==> config.mk <==
export PLATFORM = sky130hd
export DESIGN_NAME = io_mailbox_responder
export DESIGN_NICKNAME = d
export VERILOG_FILES = /design/src/rtl/io_bus_pkg.sv /design/src/rtl/sync_fifo.sv /design/src/rtl/io_mailbox_responder.sv
export SDC_FILE = /design/constraint.sdc
export NUM_CORES = 1
export LEC_CHECK = 0
export CORE_ASPECT_RATIO = 1.25
export CORE_MARGIN = 3
export CORE_UTILIZATION = 35
export CTS_CLUSTER_DIAMETER = 120
export DETAILED_ROUTE_END_ITERATION = 10
export PLACE_DENSITY = 0.58
export SLEW_MARGIN = 20
export SYNTH_ARGS = -nofsm -noshare
export SYNTH_HDL_FRONTEND = slang
export SYNTH_SLANG_ARGS = --single-unit
==> constraint.sdc <==
create_clock -name clk -period 14.91 [get_ports clk]
set_clock_uncertainty 0.15 [all_clocks]
set_input_delay 2.982 -clock clk [delete_from_list [all_inputs] [get_ports clk]]
set_output_delay 2.982 -clock clk [all_outputs]
set_load 0.05 [all_outputs]
==> src/rtl/io_bus_pkg.sv <==
// Shared definitions for the IO-page mailbox responder: page constant, word offsets, FSM states.
// Offsets are word indices (byte address bits [11:2]).
package io_bus_pkg;

    localparam logic [19:0] IO_PAGE = 20'h40000;

    localparam logic [9:0] OFF_TXDATA = 10'h000;
    localparam logic [9:0] OFF_RXDATA = 10'h001;
    localparam logic [9:0] OFF_STATUS = 10'h002;
    localparam logic [9:0] OFF_COUNT  = 10'h003;
    localparam logic [9:0] OFF_IRQEN  = 10'h004;

    localparam int ST_RX_NONEMPTY = 0;
    localparam int ST_TX_FULL     = 1;
    localparam int ST_UNF         = 2;
    localparam int ST_OVF         = 3;

    typedef enum logic [1:0] {IDLE, WAIT, ACK} rsp_state_t;

endpackage

==> src/rtl/sync_fifo.sv <==
// Show-ahead synchronous FIFO; push/pop take effect on the clock edge, head visible combinationally.
// Backpressure: push while full is accepted only when a pop frees the slot in the same edge.
module sync_fifo #(
    parameter int WIDTH = 32,
    parameter int DEPTH = 8,
    localparam int AW = $clog2(DEPTH),
    localparam int CW = AW + 1
) (
    input  logic             clk,
    input  logic             rst,
    input  logic             push_i,
    input  logic [WIDTH-1:0] push_data_i,
    input  logic             pop_i,
    output logic [WIDTH-1:0] pop_data_o,
    output logic             full_o,
    output logic             empty_o,
    output logic [CW-1:0]    count_o
);

    logic [WIDTH-1:0] mem_q [DEPTH];
    logic [AW-1:0]    wr_ptr_q;
    logic [AW-1:0]    rd_ptr_q;
    logic [CW-1:0]    count_q;
    logic             do_push;
    logic             do_pop;

    assign empty_o    = (count_q == '0);
    assign full_o     = (count_q == CW'(DEPTH));
    assign count_o    = count_q;
    assign do_pop     = pop_i & ~empty_o;
    assign do_push    = push_i & (~full_o | do_pop);
    assign pop_data_o = empty_o ? '0 : mem_q[rd_ptr_q];

    always_ff @(posedge clk) begin
        if (rst) begin
            wr_ptr_q <= '0;
            rd_ptr_q <= '0;
            count_q  <= '0;
        end else begin
            if (do_push) wr_ptr_q <= wr_ptr_q + AW'(1);
            if (do_pop)  rd_ptr_q <= rd_ptr_q + AW'(1);
            count_q <= count_q + CW'(do_push) - CW'(do_pop);
        end
    end

    always_ff @(posedge clk) begin
        if (!rst && do_push) mem_q[wr_ptr_q] <= push_data_i;
    end

endmodule

==> src/rtl/io_mailbox_responder.sv <==
// IO-page bus target with TX/RX mailbox FIFOs; ack 1+WAIT_STATES cycles after the hit, requests 2+WAIT_STATES apart.
// Full TX drops CPU writes (OVF), empty RX reads return 0 (UNF); MAILBOX_IRQ_EN adds IRQEN and a registered irq.
module io_mailbox_responder
    import io_bus_pkg::*;
#(
    parameter logic [19:0] BASE_ADDR   = IO_PAGE,
    parameter int          WAIT_STATES = 1,
    parameter int          FIFO_DEPTH  = 8
) (
    input  logic        clk,
    input  logic        rst,
    input  logic [31:0] b_addr_i,
    input  logic [31:0] b_data_i,
    input  logic        b_read_i,
    input  logic        b_write_i,
    output logic [31:0] b_data_o,
    output logic        b_ack_o,
    output logic [31:0] tx_data_o,
    output logic        tx_valid_o,
    input  logic        tx_ready_i,
    input  logic [31:0] rx_data_i,
    input  logic        rx_valid_i,
    output logic        rx_ready_o,
    output logic        irq_o
);

    localparam int         CW        = $clog2(FIFO_DEPTH) + 1;
    localparam logic [3:0] WAIT_LAST = (WAIT_STATES > 0) ? 4'(WAIT_STATES - 1) : 4'd0;

    rsp_state_t  state_q, state_d;
    logic [3:0]  wait_cnt_q, wait_cnt_d;
    logic [9:0]  off_q;
    logic [31:0] wdata_q;
    logic        is_wr_q, is_rd_q;
    logic [31:0] rdata_q, rd_mux;
    logic        ovf_q, ovf_d, unf_q, unf_d;
    logic        hit, capture, commit, wr_op, rd_op;
    logic        tx_push, tx_pop, tx_full, tx_empty;
    logic        rx_push, rx_pop, rx_full, rx_empty;
    logic [31:0] rx_head;
    logic [CW-1:0] tx_cnt, rx_cnt;
    logic        unused_addr;
`ifdef MAILBOX_IRQ_EN
    logic [1:0]  irqen_q;
    logic        irq_q;
`endif

    assign unused_addr = ^b_addr_i[1:0];
    assign hit = (b_read_i | b_write_i) && (b_addr_i[31:12] == BASE_ADDR);

    always_ff @(posedge clk) begin
        if (rst) begin
            state_q    <= IDLE;
            wait_cnt_q <= '0;
        end else begin
            state_q    <= state_d;
            wait_cnt_q <= wait_cnt_d;
        end
    end

    always_comb begin
        state_d    = state_q;
        wait_cnt_d = wait_cnt_q;
        case (state_q)
            IDLE: if (hit) begin
                wait_cnt_d = '0;
                state_d    = (WAIT_STATES == 0) ? ACK : WAIT;
            end
            WAIT: if (wait_cnt_q == WAIT_LAST) state_d = ACK;
                  else wait_cnt_d = wait_cnt_q + 4'd1;
            ACK:  state_d = IDLE;
            default: state_d = IDLE;
        endcase
    end

    always_comb begin
        capture = (state_q == IDLE) && hit;
        commit  = (state_d == ACK);
        b_ack_o = (state_q == ACK);
    end

    // Both strobes high is a write; reads only see the pure-read case.
    assign wr_op = commit & is_wr_q;
    assign rd_op = commit & is_rd_q & ~is_wr_q;

    always_ff @(posedge clk) begin
        if (rst) begin
            off_q   <= '0;
            wdata_q <= '0;
            is_wr_q <= 1'b0;
            is_rd_q <= 1'b0;
        end else if (capture) begin
            off_q   <= b_addr_i[11:2];
            wdata_q <= b_data_i;
            is_wr_q <= b_write_i;
            is_rd_q <= b_read_i;
        end
    end

    always_comb begin
        rd_mux = '0;
        if (is_rd_q && !is_wr_q) begin
            case (off_q)
                OFF_RXDATA: rd_mux = rx_empty ? 32'h0 : rx_head;
                OFF_STATUS: begin
                    rd_mux[ST_OVF]         = ovf_q;
                    rd_mux[ST_UNF]         = unf_q;
                    rd_mux[ST_TX_FULL]     = tx_full;
                    rd_mux[ST_RX_NONEMPTY] = ~rx_empty;
                end
                OFF_COUNT:  rd_mux = {16'h0, 8'(tx_cnt), 8'(rx_cnt)};
`ifdef MAILBOX_IRQ_EN
                OFF_IRQEN:  rd_mux = {30'h0, irqen_q};
`endif
                default:    rd_mux = '0;
            endcase
        end
    end

    assign tx_pop  = tx_valid_o & tx_ready_i;
    assign tx_push = wr_op && (off_q == OFF_TXDATA);
    assign rx_push = rx_valid_i & rx_ready_o;
    assign rx_pop  = rd_op && (off_q == OFF_RXDATA) && !rx_empty;

    always_comb begin
        ovf_d = ovf_q;
        unf_d = unf_q;
        if (wr_op && off_q == OFF_STATUS) begin
            if (wdata_q[ST_OVF]) ovf_d = 1'b0;
            if (wdata_q[ST_UNF]) unf_d = 1'b0;
        end
        if (tx_push && tx_full && !tx_pop)                 ovf_d = 1'b1;
        if (rd_op && off_q == OFF_RXDATA && rx_empty)      unf_d = 1'b1;
    end

    always_ff @(posedge clk) begin
        if (rst) begin
            rdata_q <= '0;
            ovf_q   <= 1'b0;
            unf_q   <= 1'b0;
        end else begin
            rdata_q <= commit ? rd_mux : 32'h0;
            ovf_q   <= ovf_d;
            unf_q   <= unf_d;
        end
    end

    assign b_data_o   = rdata_q;
    assign tx_valid_o = ~tx_empty;
    assign rx_ready_o = ~rx_full;

`ifdef MAILBOX_IRQ_EN
    always_ff @(posedge clk) begin
        if (rst) begin
            irqen_q <= '0;
            irq_q   <= 1'b0;
        end else begin
            if (wr_op && off_q == OFF_IRQEN) irqen_q <= wdata_q[1:0];
            irq_q <= (irqen_q[0] & ~rx_empty) | (irqen_q[1] & tx_empty);
        end
    end
    assign irq_o = irq_q;
`else
    assign irq_o = 1'b0;
`endif

    sync_fifo #(.WIDTH(32), .DEPTH(FIFO_DEPTH)) u_tx_fifo (
        .clk         (clk),
        .rst         (rst),
        .push_i      (tx_push),
        .push_data_i (wdata_q),
        .pop_i       (tx_pop),
        .pop_data_o  (tx_data_o),
        .full_o      (tx_full),
        .empty_o     (tx_empty),
        .count_o     (tx_cnt)
    );

    sync_fifo #(.WIDTH(32), .DEPTH(FIFO_DEPTH)) u_rx_fifo (
        .clk         (clk),
        .rst         (rst),
        .push_i      (rx_push),
        .push_data_i (rx_data_i),
        .pop_i       (rx_pop),
        .pop_data_o  (rx_head),
        .full_o      (rx_full),
        .empty_o     (rx_empty),
        .count_o     (rx_cnt)
    );

endmodule

-- Word-level counts from Yosys, hierarchy flattened
Memory sizes are Yosys's and may differ from the RTL's. A register that Yosys moved wholly into a read port is not among the register bits.
Index checks and enable logic that the tools add are counted.
- $add $sub $neg: 9
- equal/unequal tests: 11
- mux-type cells: 24
- bitwise operators: 19
- reductions and logical operators: 30
- operator list (cell ; count):
    $mux W32 ; 2
    $pmux W28 S2 ; 1
    $eq A10 B2 Y1 const B ; 2
    $eq A20 B19 Y1 const B ; 1
    $add A3 B1 Y3 const B ; 4
    $logic_and A1 B1 Y1 ; 12
    $logic_not A4 Y1 ; 3
    $mux W3 ; 4
    $pmux W4 S3 ; 1
    $eq A10 B1 Y1 const B ; 1
    $logic_not A10 Y1 ; 1
    $mux W1 ; 10
    $reduce_bool A2 Y1 ; 5
    $and A1 B1 Y1 ; 9
    $add A4 B1 Y4 ; 2
    $eq A4 B4 Y1 const B ; 2
    $mux W4 ; 2
    $pmux W4 S2 ; 1
    $sub A4 B1 Y4 ; 2
    $not A1 Y1 ; 7
    $add A4 B1 Y4 const B ; 1
    $eq A2 B2 Y1 const B ; 2
    $logic_not A1 Y1 ; 4
    $mux W2 ; 2
    8 further kinds ; 12
- bits in registers: 104
- memory bits (writable): 512
- output and inout bits: 68
- logic and storage cells: 110
- memories: 2
- memories (memory ; words ; width ; read ports ; clocked after Yosys merged registers in ; wr ports ; line ; source):
    u_rx_fifo.mem_q ; 8 ; 32 ; 1 ; 1 ; 1 ; sync_fifo.sv:20 ; logic [WIDTH-1:0] mem_q [DEPTH];
    u_tx_fifo.mem_q ; 8 ; 32 ; 1 ; 1 ; 1 ; sync_fifo.sv:20 ;

-- Depth between registers and ports, before layout
- depth after elaboration: 15
- mapped depth: 14
- depth with buffers taken out: 12

-- By module
A second synthesis with hierarchy kept.
- cell total of the unflattened synthesis: 1262
- area, all modules: 24044.3 sq um
- by module, submodules not included (module ; instances ; cells each ; area each (sq um)):
    sync_fifo ; 2 ; 456 ; 10278.6
    io_mailbox_responder ; 1 ; 350 ; 3487.1

-- Worst setup path before layout
No wires, ideal clock.
- path type: input to register
- from: input tx_ready_i
- to: memory u_tx_fifo.mem_q[0][0], enable pin
- data arrival time: 6.704 ns
- required time: 14.259 ns
- path slack: 7.555 ns
- stages: 4
- path buffers: 0
- path through: nand2b_1 > nor2b_1 > or3_1 > nor4_1
- longest elaborated chain between the ends: 7
- RTL lines (element ; line ; source):
    from (decl) ; io_mailbox_responder.sv:20 ; input logic tx_ready_i,
    $and A1 B1 Y1 ; io_mailbox_responder.sv:120 ; assign tx_pop = tx_valid_o & tx_ready_i;
    $and A1 B1 Y1 ; sync_fifo.sv:30 ; assign do_pop = pop_i & ~empty_o;
    $or A1 B1 Y1 ; sync_fifo.sv:31 ; assign do_push = push_i & (~full_o | do_pop);
    $and A1 B1 Y1 ; sync_fifo.sv:31 ;
    $logic_and A1 B1 Y1 ; sync_fifo.sv:47 ; if (!rst && do_push) mem_q[wr_ptr_q] <= push_data_i;
    $mux W1 ; sync_fifo.sv:47 ;
    $mux W1 (implied by the code) ; sync_fifo.sv:47 ;
    to (decl) ; sync_fifo.sv:20 ;
Every way passes these cells.

==> run summary <==
Crit-path max FO: 46
Reg-to-reg setup timing slack: 11370 ps
Initial antenna violation count: 3
TritonCTS Sinks: 622
DP HPWL: 29.97 mm
Top cell type's share of synthesized area: 0.6490
Nets@finish: 1603
Fmax: 145.5 MHz
Top-count cell post-synth: edfxtp_1
Hold_sp: is_rd_q
Yosys warning count: 0
Crit path DAT: 3740 ps
GRT Total Usage: 0.1532
Endpoints failing hold: 0
Clock transition at path regs: 60 ps
Netlist cell types: 51
GRT met3 Usage: 0.03046
Post-synth EDFFs: 512
Number of global-route vias before repair: 13260
GRT overflow: 0
Final slew viol count: 0
GR Util met1: 0.1933
Worst Max-Slew Pin Slew: 1027 ps
Chip Height: 296.9 um
Drt via density: 5.118
Critical Path Start Type: flip-flop
Final wirelength: 53.92 mm
Outcome: complete, no violations
Worst slack, placed: 8495 ps
Register Area: 17590 um2
Worst R2R End: u_tx_fifo.mem_q[0][6]
Starting Density: 0.3537
Wire per inst: 22.47 um
Crit Path Category: flip-flop to output pin
Synthesized Nets: 1415
R2R depth: 5
I/O pin total: 170
Setup ws final: 8038 ps
Via count: 12280
Peak supply drop: 0.00009284 V
RSZ-0062 raised after global routing: false
GPL Wtd Cong: 0.6936
Detailed Routing Iterations Pass 1: 5
CTS Buf Count: 67
Hold Crit Class: flip-flop to flip-flop
FFs w/ async S/R, synth: 0
Yosys top cell by area: edfxtp_1
TritonCTS clock tree: done
Synth cell count leaders: edfxtp_1 (512), mux4_2 (128), dfxtp_1 (110)
Worst hold path stage count: 2
Grt met2 use: 0.2674
Final critical-path required period: 6872 ps
Max Root-Sink Buffers: 3
Post-CTS setup buffer count: 0
Leakage power: 0.008482 uW
Worst Path Required: 11780 ps
Die ar.: 70860 um2
Top FF cell, synth: edfxtp_1
Starting DRT DRC Count: 731
FILL cells: 5906
Setup TNS: 0 ps
Remaining antenna violation count after routing: 0
Syn Area/Cell: 18.32 um2
Post-CTS Hold Buffers: 0
GR peak layer: met2
Worst-Skew Late Latency: 580 ps
Worst setup EP type: output pin
Max_slew headroom: 0.3088
Area occupied by multi-input gates: 5833 um2
Final Setup Violations: 0
Synth area leaders: edfxtp_1 (65%), mux4_2 (12%), dfxtp_1 (9.3%)
Syn Inst Count: 1293
Synthesis-stage register bit count: 622
Layout area overhead: 20.71%
Crit share post-route: 0.4609
Cts repair resizes: 0
Core Region: 66980 um2
CTS root buffer: clkbuf_16
Hold Path End: is_rd_q
DIE WIDTH: 238.7 um
Sequential area share after synthesis: 0.7420
Cell row count: 106
First-pass GRT wire length: 81.98 mm
Power per Cell Area: 152.2 nW/um2
Layout cells sized above 1: 0.1825
CTS H-tree lvls: 3
# DRC: 0
R2r startpoint: off_q[8]
Buffers on Ports: 166
Largest net degree at the start of global routing: 78
Synthesized area: 23690 um2
Max_cap viols: 0
[report_power, final]
part	switching, uW	internal (uW)	total (uW)
combinational	491	349	840
clock	643	938	1580
sequential	29.2	1900	1930
total	1160	3190	4350
[per-stage QoR]
step	instance area [um2]	power [uW]	utilization	cells	hold slack [ps]
3_5_place_dp	26470	2824	0.3952	2275	315.4
6_report	28590	4351	0.4269	2399	332.2
4_1_cts	28560	4413	0.4265	2397	333.4
5_1_grt	28590	4532	0.4269	2398	369.3
3_3_place_gp	26470	2816	0.3952	2275	312.4
2_1_floorplan	23690	2550	-	1293	298.9
[final cells by class]
cell class                      count  share of cell area
Timing Repair Buffer              197             0.06677
Clock inverter                     16            0.004901
Tap cell                          864             0.03781
Sequential cell                   622              0.6152
Clock buffer                      106             0.06848
Multi-Input combinational cell    572              0.2040
Inverter                           21            0.002757
Antenna cell                        1          0.00008751
[how the worst max path moves through the flow]
stage | startpoint | endpoint | cells after the start
finish | flip-flop | tx_data_o[0] | 5
global route | flip-flop | tx_data_o[0] | 5
CTS | flip-flop | tx_data_o[0] | 5
detailed placement | flip-flop | tx_data_o[0] | 5
global placement | flip-flop | tx_data_o[0] | 5
floorplan | tx_ready_i | u_tx_fifo.mem_q[0][0] | 4
[placed cells by master, fill, tap and decap left out, types with 7 or more instances in the layout]
cell             netlist  layout
xor2_1                 7       7
nand3_1               52      52
o21ai_0               47      47
mux4_2               128     128
nor2_1                87      77
clkbuf_16              0      71
buf_4                  1      30
mux2i_1               62      62
a21oi_1               61      61
clkbuf_1              46      30
nand2b_1               9       9
ha_1                  18      18
nor4_1                 9       7
nand2_1                8       8
nor2_4                 0      10
dfxtp_1              110     104
edfxtp_1             512     512
inv_1                 21      21
nor2b_1                8       8
clkdlybuf4s50_1        0     165
[sequential cells by signal (all words and copies together), names as in the netlist, named ones only]
signal              cells
u_rx_fifo.mem_q       256
u_tx_fifo.mem_q       256
b_data_o               32
wdata_q                32
off_q                  10
u_rx_fifo.count_o       4
u_tx_fifo.count_o       4
wait_cnt_q              4
u_rx_fifo.rd_ptr_q      3
u_rx_fifo.wr_ptr_q      3
u_tx_fifo.rd_ptr_q      3
u_tx_fifo.wr_ptr_q      3
state_q                 2
is_rd_q                 1
is_wr_q                 1
ovf_q                   1
unf_q                   1
[critical path: stages (launching register included)]
cell,delay [ps]
dfxtp_4,590
buf_4,820
mux4_2,610
mux2i_1,240
nor2_1,120
clkdlybuf4s50_1,740
[metal layers]
metal | routed length (um) | share of wire
met4 | 902 | 0.017
met2 | 27760 | 0.51
met3 | 2856 | 0.053
met1 | 22370 | 0.41
met5 | 24 | 0.00045
[cells by family (layout without fill, tap and decap cells)]
logic type,Yosys count,after routing,share of synthesized area
DFF,622,622,0.7420
and+or+nand+nor,213,213,0.04511
buffers and inverters,99,340,0.01637
adders and majority gates,20,20,0.01120
other,1,2,0.0001583
xor gates and xnor gates,10,10,0.003698
muxes,194,194,0.1498
AOI/OAI and AO/OA,134,134,0.03169
(Power assumes the default switching activity.)
